$ cat src/rtl/spi_pkg.sv
// Shared encodings for the SPI register controller: FSM states, register map and
// command byte layout.
package spi_pkg;

  typedef enum logic [2:0] {
    StIdle  = 3'd0,
    StCmd   = 3'd1,
    StWrite = 3'd2,
    StRead  = 3'd3,
    StError = 3'd4
  } state_e;

  localparam logic [1:0] ADDR_ID      = 2'd0;
  localparam logic [1:0] ADDR_CTRL    = 2'd1;
  localparam logic [1:0] ADDR_COUNT   = 2'd2;
  localparam logic [1:0] ADDR_SCRATCH = 2'd3;

  localparam int unsigned CMD_RW_BIT  = 7;
  localparam int unsigned CMD_RSV_MSB = 6;
  localparam int unsigned CMD_RSV_LSB = 2;

  localparam logic [7:0] ID_VALUE_DEFAULT = 8'hA5;

endpackage

$ cat src/rtl/sync_2ff.sv
// Two-flop synchroniser for asynchronous pins; the reset value is chosen per pin so
// that no spurious edge appears when reset is released.
module sync_2ff #(
  parameter int unsigned     Width      = 1,
  parameter logic [Width-1:0] ResetValue = '0
) (
  input  logic             clk_i,
  input  logic             rst_i,
  input  logic [Width-1:0] d_i,
  output logic [Width-1:0] q_o
);

  logic [Width-1:0] meta_q;
  logic [Width-1:0] sync_q;

  always_ff @(posedge clk_i or posedge rst_i) begin
    if (rst_i) begin
      meta_q <= ResetValue;
      sync_q <= ResetValue;
    end else begin
      meta_q <= d_i;
      sync_q <= meta_q;
    end
  end

  assign q_o = sync_q;

endmodule

$ cat src/rtl/spi_reg_ctrl.sv
// Frames the SPI byte stream into command/data transactions against a four-entry
// register map (ID, CTRL, COUNT snapshot, SCRATCH) and feeds read data back to the slave.
module spi_reg_ctrl
  import spi_pkg::*;
#(
  parameter int unsigned              DATAWIDTH_BUS = 8,
  parameter int unsigned              STATE_SIZE    = 3,
  parameter logic [DATAWIDTH_BUS-1:0] ID_VALUE      = ID_VALUE_DEFAULT
) (
  input  logic                     SPI_REG_CTRL_CLOCK_50,
  input  logic                     SPI_REG_CTRL_RESET_InHigh,
  input  logic                     SPI_REG_CTRL_SS_InLow,
  input  logic                     SPI_REG_CTRL_newData_InHigh,
  input  logic [DATAWIDTH_BUS-1:0] SPI_REG_CTRL_rxData_In,
  input  logic [DATAWIDTH_BUS-1:0] SPI_REG_CTRL_count_In,
  output logic [DATAWIDTH_BUS-1:0] SPI_REG_CTRL_txData_Out,
  output logic [DATAWIDTH_BUS-1:0] SPI_REG_CTRL_ctrl_Out,
  output logic                     SPI_REG_CTRL_clrCount_OutHigh,
  output logic                     SPI_REG_CTRL_wrStrobe_OutHigh,
  output logic                     SPI_REG_CTRL_err_OutHigh,
  output logic [STATE_SIZE-1:0]    SPI_REG_CTRL_state_Out
);

  logic clk;
  logic rst;
  assign clk = SPI_REG_CTRL_CLOCK_50;
  assign rst = SPI_REG_CTRL_RESET_InHigh;

  logic ss_sync;
  logic ss_prev_q;
  logic ss_fall;
  logic ss_rise;

  sync_2ff #(
    .Width      (1),
    .ResetValue (1'b1)
  ) u_ss_sync (
    .clk_i (clk),
    .rst_i (rst),
    .d_i   (SPI_REG_CTRL_SS_InLow),
    .q_o   (ss_sync)
  );

  always_ff @(posedge clk or posedge rst) begin
    if (rst) ss_prev_q <= 1'b1;
    else     ss_prev_q <= ss_sync;
  end

  assign ss_fall = ss_prev_q & ~ss_sync;
  assign ss_rise = ~ss_prev_q & ss_sync;

  state_e                   state_q, state_d;
  logic [1:0]               addr_q, addr_d;
  logic [DATAWIDTH_BUS-1:0] ctrl_q, ctrl_d;
  logic [DATAWIDTH_BUS-1:0] scratch_q, scratch_d;
  logic [DATAWIDTH_BUS-1:0] snap_q, snap_d;
  logic [DATAWIDTH_BUS-1:0] tx_q, tx_d;
  logic                     err_q, err_d;
  logic                     wr_q, wr_d;
  logic                     clr_q, clr_d;

  logic [1:0]               addr_inc;
  logic [DATAWIDTH_BUS-1:0] rx;
  logic                     new_data;

  assign addr_inc = addr_q + 2'd1;
  assign rx       = SPI_REG_CTRL_rxData_In;
  assign new_data = SPI_REG_CTRL_newData_InHigh;

  function automatic logic [DATAWIDTH_BUS-1:0] read_reg(
    input logic [1:0]               addr,
    input logic [DATAWIDTH_BUS-1:0] ctrl,
    input logic [DATAWIDTH_BUS-1:0] count,
    input logic [DATAWIDTH_BUS-1:0] scratch
  );
    logic [DATAWIDTH_BUS-1:0] val;
    case (addr)
      ADDR_CTRL:    val = ctrl;
      ADDR_COUNT:   val = count;
      ADDR_SCRATCH: val = scratch;
      default:      val = ID_VALUE;
    endcase
    return val;
  endfunction

  always_comb begin
    state_d   = state_q;
    addr_d    = addr_q;
    ctrl_d    = ctrl_q;
    scratch_d = scratch_q;
    snap_d    = snap_q;
    tx_d      = tx_q;
    err_d     = err_q;
    wr_d      = 1'b0;
    clr_d     = 1'b0;

    // Frame end wins over a byte arriving in the same cycle: that byte is dropped.
    if (ss_rise) begin
      state_d = StIdle;
    end else begin
      case (state_q)
        StIdle: begin
          if (ss_fall) begin
            state_d = StCmd;
            err_d   = 1'b0;
            tx_d    = '0;
          end
        end
        StCmd: begin
          if (new_data) begin
            if (|rx[CMD_RSV_MSB:CMD_RSV_LSB]) begin
              state_d = StError;
              err_d   = 1'b1;
            end else if (rx[CMD_RW_BIT]) begin
              state_d = StRead;
              addr_d  = rx[1:0];
              snap_d  = SPI_REG_CTRL_count_In;
              tx_d    = read_reg(rx[1:0], ctrl_q, SPI_REG_CTRL_count_In, scratch_q);
            end else begin
              state_d = StWrite;
              addr_d  = rx[1:0];
            end
          end
        end
        StWrite: begin
          if (new_data) begin
            case (addr_q)
              ADDR_CTRL:    ctrl_d    = rx;
              ADDR_COUNT:   clr_d     = 1'b1;
              ADDR_SCRATCH: scratch_d = rx;
              default:      ;
            endcase
            wr_d   = 1'b1;
            addr_d = addr_inc;
          end
        end
        StRead: begin
          if (new_data) begin
            addr_d = addr_inc;
            // Landing on COUNT mid-burst takes a fresh snapshot.
            if (addr_inc == ADDR_COUNT) begin
              snap_d = SPI_REG_CTRL_count_In;
              tx_d   = SPI_REG_CTRL_count_In;
            end else begin
              tx_d = read_reg(addr_inc, ctrl_q, snap_q, scratch_q);
            end
          end
        end
        StError: ;
        default: state_d = StIdle;
      endcase
    end
  end

  always_ff @(posedge clk or posedge rst) begin
    if (rst) begin
      state_q   <= StIdle;
      addr_q    <= '0;
      ctrl_q    <= '0;
      scratch_q <= '0;
      snap_q    <= '0;
      tx_q      <= '0;
      err_q     <= 1'b0;
      wr_q      <= 1'b0;
      clr_q     <= 1'b0;
    end else begin
      state_q   <= state_d;
      addr_q    <= addr_d;
      ctrl_q    <= ctrl_d;
      scratch_q <= scratch_d;
      snap_q    <= snap_d;
      tx_q      <= tx_d;
      err_q     <= err_d;
      wr_q      <= wr_d;
      clr_q     <= clr_d;
    end
  end

  assign SPI_REG_CTRL_txData_Out       = tx_q;
  assign SPI_REG_CTRL_ctrl_Out         = ctrl_q;
  assign SPI_REG_CTRL_clrCount_OutHigh = clr_q;
  assign SPI_REG_CTRL_wrStrobe_OutHigh = wr_q;
  assign SPI_REG_CTRL_err_OutHigh      = err_q;
  assign SPI_REG_CTRL_state_Out        = STATE_SIZE'(state_q);

endmodule
$ cat config.mk
export PLATFORM = sky130hd
export DESIGN_NAME = spi_reg_ctrl
export DESIGN_NICKNAME = d
export VERILOG_FILES = /design/src/rtl/spi_pkg.sv /design/src/rtl/sync_2ff.sv /design/src/rtl/spi_reg_ctrl.sv
export SDC_FILE = /design/constraint.sdc
export NUM_CORES = 1
export LEC_CHECK = 0
export ABC_AREA = 1
export CORE_UTILIZATION = 40
export DETAILED_ROUTE_END_ITERATION = 10
export HOLD_SLACK_MARGIN = 0.15
export MAX_ROUTING_LAYER = met4
export PLACE_DENSITY = 0.65
export REMOVE_ABC_BUFFERS = 1
export SYNTH_ARGS = -nofsm -noshare
export SYNTH_HDL_FRONTEND = slang
export SYNTH_SLANG_ARGS = --single-unit
$ cat constraint.sdc
create_clock -name SPI_REG_CTRL_CLOCK_50 -period 2.2 [get_ports SPI_REG_CTRL_CLOCK_50]
set_input_delay 0.44 -clock SPI_REG_CTRL_CLOCK_50 [delete_from_list [all_inputs] [get_ports SPI_REG_CTRL_CLOCK_50]]
set_output_delay 0.44 -clock SPI_REG_CTRL_CLOCK_50 [all_outputs]
set_load 0.05 [all_outputs]
# Yosys cells after proc, flatten, opt, wreduce, memory -nomap -nowiden
# Cells that the tools add are included.
# word_totals
register_bits	35
wordCells	83
# classes
n_reduce_logical	13
mux	30
n_addsub	1
bitwise_logic	5
eq_ne	23
# ops
cell	count
$mux W8	6
$pmux W8 S3	2
$pmux W8 S2	1
$eq A2 B2 Y1 const B	6
$mux W3	4
$ne A2 B2 Y1 const B	6
$mux W1	11
$reduce_and A5 Y1	2
$pmux W3 S3	1
$reduce_and A4 Y1	2
$reduce_and A7 Y1	1
$eq A2 B1 Y1 const B	3
$eq A3 B2 Y1 const B	2
$mux W2	3
$ne A3 B3 Y1 const B	2
$reduce_or A5 Y1	1
$ne A2 B1 Y1 const B	2
$pmux W2 S2	1
$reduce_bool A2 Y1	2
$eq A3 B1 Y1 const B	1
$eq A3 B3 Y1 const B	1
$logic_not A3 Y1	1
$not A1 Y1	3
$reduce_and A3 Y1	1
other kinds (6)	7

# Longest topological paths before layout
# Gate-level depths: netlist of run 1.
# depth
word_depth	6
depth_mapped	11
ltp_nobuf	10

# Modules after synthesis
# Synthesis of run 1 repeated with hierarchy kept, for this count alone.
# unflattened
hier_cells	288
hier_area_um2	2142.1
# by_module_without_submodules
module	instances	area_each_um2	cells_each	seq_area_each_um2
spi_reg_ctrl	1	2085.8	285	827.0
sync_2ff	1	56.3	3	52.6

# Least setup slack after synthesis of run 1
# No wires, ideal clock.
# synth_path
kind	reg-to-reg
startpoint	reg state_q[2] (netlist: SPI_REG_CTRL_state_Out[2])
endpoint	reg tx_q[0] (netlist: SPI_REG_CTRL_txData_Out[0])
setup_time_ps	119
setup_slack_ps	530
t_arrival_ps	1550
stages_incl_launch_ff	9
n_path_buf	1
cell_sequence	dfrtp_1 inv_2 nand2_2 nor2_1 buf_6 a21oi_4 nand2_4 nand2_1 nand2_1
# synth_between
elab_chain_cells	3
# synth_lines
item	line_no	source
from (decl)	spi_reg_ctrl.sv:52	state_e state_q, state_d;
from (signal assigned)	spi_reg_ctrl.sv:157	state_q <= StIdle;
from (signal assigned)	spi_reg_ctrl.sv:167	state_q <= state_d;
$eq A3 B1 Y1, or another cell as far along	spi_reg_ctrl.sv:101	case (state_q)
$ne A2 B2 Y1 (no line) / $reduce_bool A3 Y1 (equally long branches)	n/a	
$reduce_and A7 Y1 (no line)	n/a	
to (signal assigned)	spi_reg_ctrl.sv:172	tx_q <= tx_d;
to (decl)	spi_reg_ctrl.sv:57	logic [DATAWIDTH_BUS-1:0] tx_q, tx_d;
# Parallel ways exist; a longest one is shown, timed or not.
# A chain may end at the register's enable or synchronous reset.

# Final worst setup path of run 1
# layout_path
startpoint	reg state_q[0] (netlist: SPI_REG_CTRL_state_Out[0])
endpoint	out SPI_REG_CTRL_state_Out[0]
# layout_rtl
item	line_no	source
to (decl)	spi_reg_ctrl.sv:21	output logic [STATE_SIZE-1:0] SPI_REG_CTRL_state_Out
# No word-level cell between the ends.

==> run_results.csv, run 1 <==
group,metric,value,unit
floorplan,rows,26,
synth,yosysUniqueCellTypes,22,
finish,diodes,0,
outcome,outcome,"complete, no violations",
place,pre_cts_ws,0.164,ns
clock_network,numCtsBuffers,5,
setup_path,critPathBufInv,1,
power,ir_drop,0.464,mV
timing,fin_skew,0.00519,ns
timing,final-setup-viol-count,0,
clock_network,clk_pin_slew,0.07,ns
clock_network,clock_path_buffers,2,
hold_path,hold_path_class,"flip-flop to flip-flop",
synth,ys_seq_area_share,40.2,%
floorplan,io_pins,42,
finish,seqCellArea,880,um^2
floorplan,initial_utilization,42.1,%
setup_path,crit_chain,"clkdlybuf4s50_1",
timing,max_slew.worst_pin.slew,0.506,ns
synth,synth_top_area_share,36.6,%
synth,syn_inst,303,
timing,slew_headroom,66.2,%
finish,final_common_cell,"nand2_1",
finish,layoutNonFillerInstCount,419,
grt,grt_pass1_vias,1918,
routing,drt_wl_total,5200,um
setup_path,slowest_delay,0.85,ns
finish,layout_common_cells,"nand2_1 (123), clkdlybuf4s50_1 (41), dfrtp_1 (32)",
routing,drc,0,
clock_network,cts_tree,"done",
synth,yosys_warnings,0,
finish,fillers,529,
place,dp.cells,411,
place,numPortBuffers,41,
finish,areaGrowthSynthToFinish,27.3,%
finish,final_nets,375,
power,p_leak,0.00142,uW
synth,synth_area_leaders,"dfrtp_1 (37%), nand2_1 (21%), nand3_1 (6.9%)",
timing,drv_slew,0,
routing,vias_per_cell,4.92,
clock_network,cts_num_sinks,35,
clock_network,root_buffer,"clkbuf_8",
finish,fin_util,53.5,%
routing,first_pass_iters,4,
synth,mappedNetlistArea,0.00219,mm^2
grt,grt_max_degree,36,
routing,wl_per_cell,12.4,um
flow_run,cap_violations,0,
setup_path,crit_family,"buffers and inverters",
setup_path,worst-path-stages,1,
power,powerDensity,975,mW/mm^2
floorplan,die_h,76.0,um
timing,setup_tns,0,ns
synth,yosysTopAreaCell,"dfrtp_1",
finish,multi_input_area,0.00114,mm^2
floorplan,dieWidth,76.0,um
clock_network,clock_latency,0.29,ns
place,place.gp.congestion,0.926,
setup_path,cp-end-kind,"primary output",
floorplan,core,0.00520,mm^2
routing,num_vias,2063,
grt,grt.overflow.total,0,
setup_path,crit_path_max_fanout,7,
setup_path,start_kind,"flip-flop",
grt,antenna_found_initial,0,
timing,finalCritPeriodShare,94.2,%
grt,grt_first_pass_wirelength,8960,um
clock_network,ctsResizeCount,0,
clock_network,postCtsSetupBuffers,0,
setup_path,cp.arrival,1.63,ns
timing,grt_setup_unrepaired,"no",
grt,grt_use_total,19.9,%
power,power,2720,uW
floorplan,die-area,0.00577,mm^2
clock_network,htreeDepth,2,
timing,hold_viol,0,
routing,drt_iter0_drc,166,
routing,ant_nets,0,
setup_path,slowest_stage,"clkdlybuf4s50_1",
setup_path,worstPathRequired,1.76,ns
synth,synth-seq-cells,35,
finish,drive_gt1_share,13.5,%
place,post-dp-hpwl,3830,um
hold_path,whs_path_depth,0,
timing,setup_slack,0.127,ns
setup_path,path_class,"flip-flop to primary output",
synth,synth.avg_cell_area,7.23,um^2
timing,period_needed,2.07,ns
timing,clock.fmax,482,MHz
setup_path,reg2reg_depth,9,
clock_network,hold_buffers,0,
kinds of logic after synthesis:
| logic type | count (synthesis) | synth area share (%) |
|---|---|---|
| fa+ha+maj | 7 | 4.00 |
| buf+inv | 39 | 7.89 |
| flops | 35 | 40.2 |
| simple gates | 186 | 35.9 |
| compound gates | 36 | 12.1 |
metal layers:
layer | GRT usage, % | vias to the layer above | share of wire, %
li1 | - | 1048 | -
met1 | 26.8 | 936 | 48
met2 | 30.5 | 73 | 45
met3 | 3.83 | 6 | 5.9
met4 | 5.77 | 0 | 1.0
met5 | - | - | 0
registers in the layout, summed over array words and instances (netlist names):
signal and flops:
ss_prev_q 1, u_ss_sync.meta_q 1, SPI_REG_CTRL_wrStrobe_OutHigh 1, SPI_REG_CTRL_state_Out 3, SPI_REG_CTRL_ctrl_Out 8, u_ss_sync.q_o 1, SPI_REG_CTRL_txData_Out 8, addr_q 2
scratch_q 8, SPI_REG_CTRL_clrCount_OutHigh 1, SPI_REG_CTRL_err_OutHigh 1
synthesized netlist by cell type:
cell type    n
buf_6        3
or2_2        4
nand2_4      3
dfstp_2      3
o21ai_2     16
nand3b_1     1
nor3_2       1
ha_1         7
inv_1       28
nand3_1     30
dfrtp_1     32
nor2_1      21
clkbuf_1     2
inv_2        3
nand2_2      1
nor2_2       2
nand2_1    123
o211ai_1     5
buf_2        3
a21oi_4      1
o21ai_0      7
a21oi_1      7
final timing paths:
kind | start | endpoint | slack (ns)
max | SPI_REG_CTRL_state_Out[0]$_DFFE_PP0P_ | SPI_REG_CTRL_state_Out[0] | 0.13
max reg2reg | addr_q[0]$_DFFE_PP0P_ | SPI_REG_CTRL_txData_Out[5]$_DFFE_PP0P_ | 0.43
min in group asynchronous | SPI_REG_CTRL_RESET_InHigh | scratch_q[7]$_DFFE_PP0P_ | 0.55
min | u_ss_sync.meta_q$_DFF_PP1_ | u_ss_sync.q_o$_DFF_PP1_ | 0.36
max in group asynchronous | SPI_REG_CTRL_RESET_InHigh | u_ss_sync.q_o$_DFF_PP1_ | 1.31
min reg2reg | u_ss_sync.meta_q$_DFF_PP1_ | u_ss_sync.q_o$_DFF_PP1_ | 0.36
area by class of cell:
class,count,area share (%)
Multi-Input combinational cell,229,40.8
Sequential cell,35,31.6
Timing Repair Buffer,46,16.1
Inverter,31,4.18
Tap cell,70,3.14
Clock buffer,6,2.96
Clock inverter,2,1.26
through the flow:
stage	hold slack (ns)	cell area [um^2]
floorplan	0.345	2130
global placement	0.349	2670
detailed placement	0.349	2670
CTS	0.360	2790
global route	0.362	2790
finish	0.359	2790
power by group:
group | internal (uW) | switching [uW]
combinational | 418 | 852
sequential | 742 | 98.4
clock | 367 | 240
Note: power is estimated with default switching activity, not from simulation.
==> run 2: changes to the inputs <==
--- a/config.mk
+++ b/config.mk
@@ -6,11 +6,12 @@
 export NUM_CORES = 1
 export LEC_CHECK = 0
 export ABC_AREA = 1
-export CORE_UTILIZATION = 40
+export CORE_UTILIZATION = 50
+export CTS_CLUSTER_SIZE = 10
 export DETAILED_ROUTE_END_ITERATION = 10
 export HOLD_SLACK_MARGIN = 0.15
 export MAX_ROUTING_LAYER = met4
-export PLACE_DENSITY = 0.65
+export PLACE_DENSITY = 0.78
 export REMOVE_ABC_BUFFERS = 1
 export SYNTH_ARGS = -nofsm -noshare
 export SYNTH_HDL_FRONTEND = slang
==> run_results.csv, run 2 (same netlist as run 1, synthesis figures left out) <==
group,metric,value,unit
hold_path,hold_start,"u_ss_sync.meta_q$_DFF_PP1_",
grt,grt_pass1_vias,1930,
finish,fin_util,66.6,%
setup_path,crit_end,"SPI_REG_CTRL_state_Out[0]",
timing,period_needed,2.10,ns
setup_path,rrSetupSlack,0.44,ns
floorplan,die_h,68.2,um
setup_path,slowest_stage,"clkdlybuf4s50_1",
grt,grt_max_degree,36,
clock_network,numCtsBuffers,5,
setup_path,cp-end-kind,"primary output",
clock_network,cts_num_sinks,35,
clock_network,clock_latency,0.30,ns
power,ir_drop,0.402,mV
setup_path,crit_chain,"clkdlybuf4s50_1",
routing,first_pass_iters,4,
place,post-dp-hpwl,3840,um
timing,fin_skew,0.00753,ns
setup_path,path_class,"flip-flop to primary output",
setup_path,start_kind,"flip-flop",
finish,final_nets,376,
flow_run,cap_violations,0,
setup_path,worst-path-stages,1,
finish,fillers,364,
place,dp.cells,392,
finish,final_common_cell,"nand2_1",
power,powerDensity,952,mW/mm^2
finish,fin_area,0.00274,mm^2
hold_path,hold_path_class,"flip-flop to flip-flop",
timing,grt_setup_unrepaired,"no",
timing,hold_viol,0,
floorplan,initial_utilization,53.2,%
floorplan,die-area,0.00465,mm^2
finish,drive_gt1_share,13.4,%
clock_network,postCtsSetupBuffers,0,
timing,final-setup-viol-count,0,
finish,layoutNonFillerInstCount,400,
clock_network,cts_tree,"done",
clock_network,ctsResizeCount,0,
timing,clock.fmax,475,MHz
setup_path,crit_path_max_fanout,7,
grt,antenna_found_initial,0,
timing,slew_headroom,66.1,%
clock_network,htreeDepth,2,
timing,drv_slew,0,
setup_path,worstPathRequired,1.76,ns
finish,layout_common_cells,"nand2_1 (123), clkdlybuf4s50_1 (41), dfrtp_1 (32)",
floorplan,rows,23,
place,placed_cell_area,0.00265,mm^2
place,numPortBuffers,41,
setup_path,critPathBufInv,1,
routing,drc,0,
setup_path,slowest_delay,0.86,ns
outcome,outcome,"complete, no violations",
setup_path,cp.arrival,1.66,ns
setup_path,critPathLaunch,"SPI_REG_CTRL_state_Out[0]$_DFFE_PP0P_",
finish,diodes,0,
timing,max_slew.worst_pin.slew,0.507,ns
place,place.gp.congestion,0.944,
setup_path,reg2reg_to,"scratch_q[3]$_DFFE_PP0P_",
grt,grt_use_total,26.2,%
clock_network,clk_pin_slew,0.07,ns
power,power,2610,uW
routing,drt_wl_total,5230,um
grt,grt_first_pass_wirelength,8510,um
grt,grt.overflow.total,0,
setup_path,reg2reg_depth,8,
routing,num_vias,2083,
routing,vias_per_cell,5.21,
power,p_leak,0.00141,uW
clock_network,root_buffer,"clkbuf_8",
routing,ant_nets,0,
hold_path,whs_path_depth,0,
routing,drt_iter0_drc,154,
clock_network,hold_buffers,0,
floorplan,core,0.00412,mm^2
floorplan,dieWidth,68.2,um
setup_path,crit_family,"buffers and inverters",
timing,setup_tns,0,ns
timing,finalCritPeriodShare,95.6,%
routing,wl_per_cell,13.1,um
finish,areaGrowthSynthToFinish,25.3,%
setup_path,r2r_start,"ss_prev_q$_DFF_PP1_",
clock_network,clock_path_buffers,2,
floorplan,io_pins,42,
==> run 2: area by class of cell <==
type / count / area (um^2) / area share, %
repair buffers: 47 / 455 / 16.6
inverters: 31 / 116 / 4.24
well taps: 50 / 62.6 / 2.28
clock inverters: 1 / 5.00 / 0.182
multi-input cells: 229 / 1140 / 41.5
flip-flops and latches: 35 / 880 / 32.1
clock buffers: 7 / 86.3 / 3.15
==> run 2: through the flow <==
step	worst slack [ns]	hold WS (ns)
4_1_cts	0.102	0.359
2_1_floorplan	0.397	0.345
6_report	0.0962	0.357
3_3_place_gp	0.333	0.346
5_1_grt	0.0581	0.367
3_5_place_dp	0.258	0.349
==> run 2: routing by layer <==
metal,up-vias,global-route usage [%],routed length (um)
li1,1050,-,-
met1,953,31.2,2290
met2,69,41.5,2550
met3,11,5.83,306
met4,0,12.8,84
met5,-,-,0
==> run 2: worst min-delay path by stage <==
| stage | to | slack [ns] |
|---|---|---|
| 3_3_place_gp | u_ss_sync.q_o$_DFF_PP1_ | 0.35 |
| 2_1_floorplan | u_ss_sync.q_o$_DFF_PP1_ | 0.35 |
| 5_1_grt | u_ss_sync.q_o$_DFF_PP1_ | 0.37 |
| 6_report | u_ss_sync.q_o$_DFF_PP1_ | 0.36 |
| 3_5_place_dp | u_ss_sync.q_o$_DFF_PP1_ | 0.35 |
| 4_1_cts | u_ss_sync.q_o$_DFF_PP1_ | 0.36 |
==> run 2: report_power, final <==
group          internal [uW]  leakage, uW  switching (uW)
Sequential               742     0.000470            97.9
Combinational            427     0.000895             857
Clock                    252    0.0000482             234
Total                   1420      0.00141            1190
==> run 3: changes to the inputs <==
--- a/config.mk
+++ b/config.mk
@@ -10,9 +10,9 @@
 export CTS_CLUSTER_SIZE = 10
 export DETAILED_ROUTE_END_ITERATION = 10
 export HOLD_SLACK_MARGIN = 0.15
-export MAX_ROUTING_LAYER = met4
-export PLACE_DENSITY = 0.78
+export PLACE_DENSITY_LB_ADDON = 0.15
 export REMOVE_ABC_BUFFERS = 1
+export SLEW_MARGIN = 0
 export SYNTH_ARGS = -nofsm -noshare
 export SYNTH_HDL_FRONTEND = slang
 export SYNTH_SLANG_ARGS = --single-unit
==> run_results.csv, run 3 (same netlist as run 1, synthesis figures left out) <==
group,metric,value,unit
outcome,outcome,"complete, no violations",
floorplan,core,0.00412,mm^2
hold_path,hold_path_class,"flip-flop to flip-flop",
clock_network,ctsResizeCount,0,
floorplan,die_h,68.2,um
timing,slew_headroom,63.1,%
clock_network,cts_tree,"done",
grt,grt.overflow.total,0,
floorplan,io_pins,42,
finish,fillers,401,
timing,max_slew.worst_pin.slew,0.551,ns
setup_path,start_kind,"flip-flop",
clock_network,postCtsSetupBuffers,0,
power,ir_drop,0.434,mV
routing,vias_per_cell,5.08,
clock_network,clock_path_buffers,2,
grt,grt_max_degree,36,
grt,grt_first_pass_wirelength,8190,um
setup_path,critPathBufInv,1,
power,pwr-share-comb,48.9,%
setup_path,crit_chain,"clkdlybuf4s50_1",
timing,drv_slew,0,
floorplan,rows,23,
setup_path,cp-end-kind,"primary output",
timing,period_needed,2.09,ns
flow_run,cap_violations,0,
power,p_seq_share,32.7,%
grt,grt_pass1_vias,1776,
floorplan,dieWidth,68.2,um
finish,diodes,0,
routing,num_vias,2026,
clock_network,cts_num_sinks,35,
clock_network,root_buffer,"clkbuf_8",
grt,antenna_found_initial,0,
place,place.gp.congestion,0.956,
timing,finalCritPeriodShare,94.9,%
timing,fin_hold_ws,0.358,ns
clock_network,clk_pin_slew,0.07,ns
power,p_leak,0.00141,uW
routing,drc,0,
finish,layout_common_cells,"nand2_1 (123), clkdlybuf4s50_1 (41), dfrtp_1 (32)",
finish,areaGrowthSynthToFinish,24.9,%
routing,drt_iter0_drc,132,
finish,drive_gt1_share,13.2,%
setup_path,crit_path_max_fanout,7,
timing,grt_setup_unrepaired,"no",
timing,fin_skew,0.00334,ns
clock_network,htreeDepth,2,
timing,final-setup-viol-count,0,
timing,setup_tns,0,ns
clock_network,hold_buffers,0,
setup_path,path_class,"flip-flop to primary output",
finish,final_nets,375,
place,numPortBuffers,41,
setup_path,slowest_stage,"clkdlybuf4s50_1",
grt,grt_use_total,24.1,%
setup_path,cp.arrival,1.65,ns
power,internal_power,1410,uW
routing,wl_per_cell,12.6,um
clock_network,clock_latency,0.28,ns
routing,drt_wl_total,5030,um
clock_network,numCtsBuffers,5,
timing,hold_viol,0,
finish,final_common_cell,"nand2_1",
power,clkPwrFrac,18.4,%
place,post-dp-hpwl,3720,um
power,power,2570,uW
power,power_switching,1160,uW
floorplan,die-area,0.00465,mm^2
floorplan,initial_utilization,53.2,%
power,switching_share,45.0,%
setup_path,worstPathRequired,1.76,ns
power,powerDensity,939,mW/mm^2
timing,clock.fmax,479,MHz
setup_path,crit_family,"buffers and inverters",
setup_path,slowest_delay,0.86,ns
routing,first_pass_iters,4,
routing,ant_nets,0,
## run 3: power groups by stage
| stage | combinational [uW] | sequential (uW) | clock, uW |
|---|---|---|---|
| floorplan | 622 | 1090 | 0 |
| global placement | 1230 | 844 | 0 |
| detailed placement | 1250 | 850 | 0 |
| CTS | 1250 | 838 | 488 |
| global route | 1380 | 855 | 512 |
| finish | 1260 | 839 | 473 |
## run 3: through the flow
step                      worst slack [ns]  std cells  util, %  cell area (um^2)
after floorplan                      0.397        295        -              2130
after CTS                            0.123        399     66.5              2740
final                                0.112        399     66.5              2740
after global placement               0.330        391     64.2              2640
after detailed placement             0.288        391     64.2              2640
after global routing                0.0560        399     66.5              2740
## run 3: final timing paths
check	from	endpoint	slack, ns	depth (start not counted)
min in group asynchronous	SPI_REG_CTRL_RESET_InHigh	SPI_REG_CTRL_wrStrobe_OutHigh$_DFF_PP0_	0.56	3
hold / removal	u_ss_sync.meta_q$_DFF_PP1_	u_ss_sync.q_o$_DFF_PP1_	0.36	0
max in group asynchronous	SPI_REG_CTRL_RESET_InHigh	ss_prev_q$_DFF_PP1_	1.30	3
hold reg to reg	u_ss_sync.meta_q$_DFF_PP1_	u_ss_sync.q_o$_DFF_PP1_	0.36	0
setup / recovery	SPI_REG_CTRL_state_Out[0]$_DFFE_PP0P_	SPI_REG_CTRL_state_Out[0]	0.11	1
setup reg to reg	addr_q[0]$_DFFE_PP0P_	SPI_REG_CTRL_txData_Out[2]$_DFFE_PP0P_	0.47	9
## run 3: cell type report
type / instances / area (um^2) / area share, %
multi-input cells: 229 / 1140 / 41.6
repair buffers: 46 / 448 / 16.4
clock buffers: 7 / 86.3 / 3.16
flip-flops and latches: 35 / 880 / 32.2
inverters: 31 / 116 / 4.25
well taps: 50 / 62.6 / 2.29
clock inverters: 1 / 5.00 / 0.183
## run 3: metal layers
metal	routed length, um	vias up	track usage (%)
met5	0	-	0
met4	59	0	7.55
met3	293	7	5.50
met2	2350	66	39.3
met1	2330	906	31.4
li1	-	1047	-
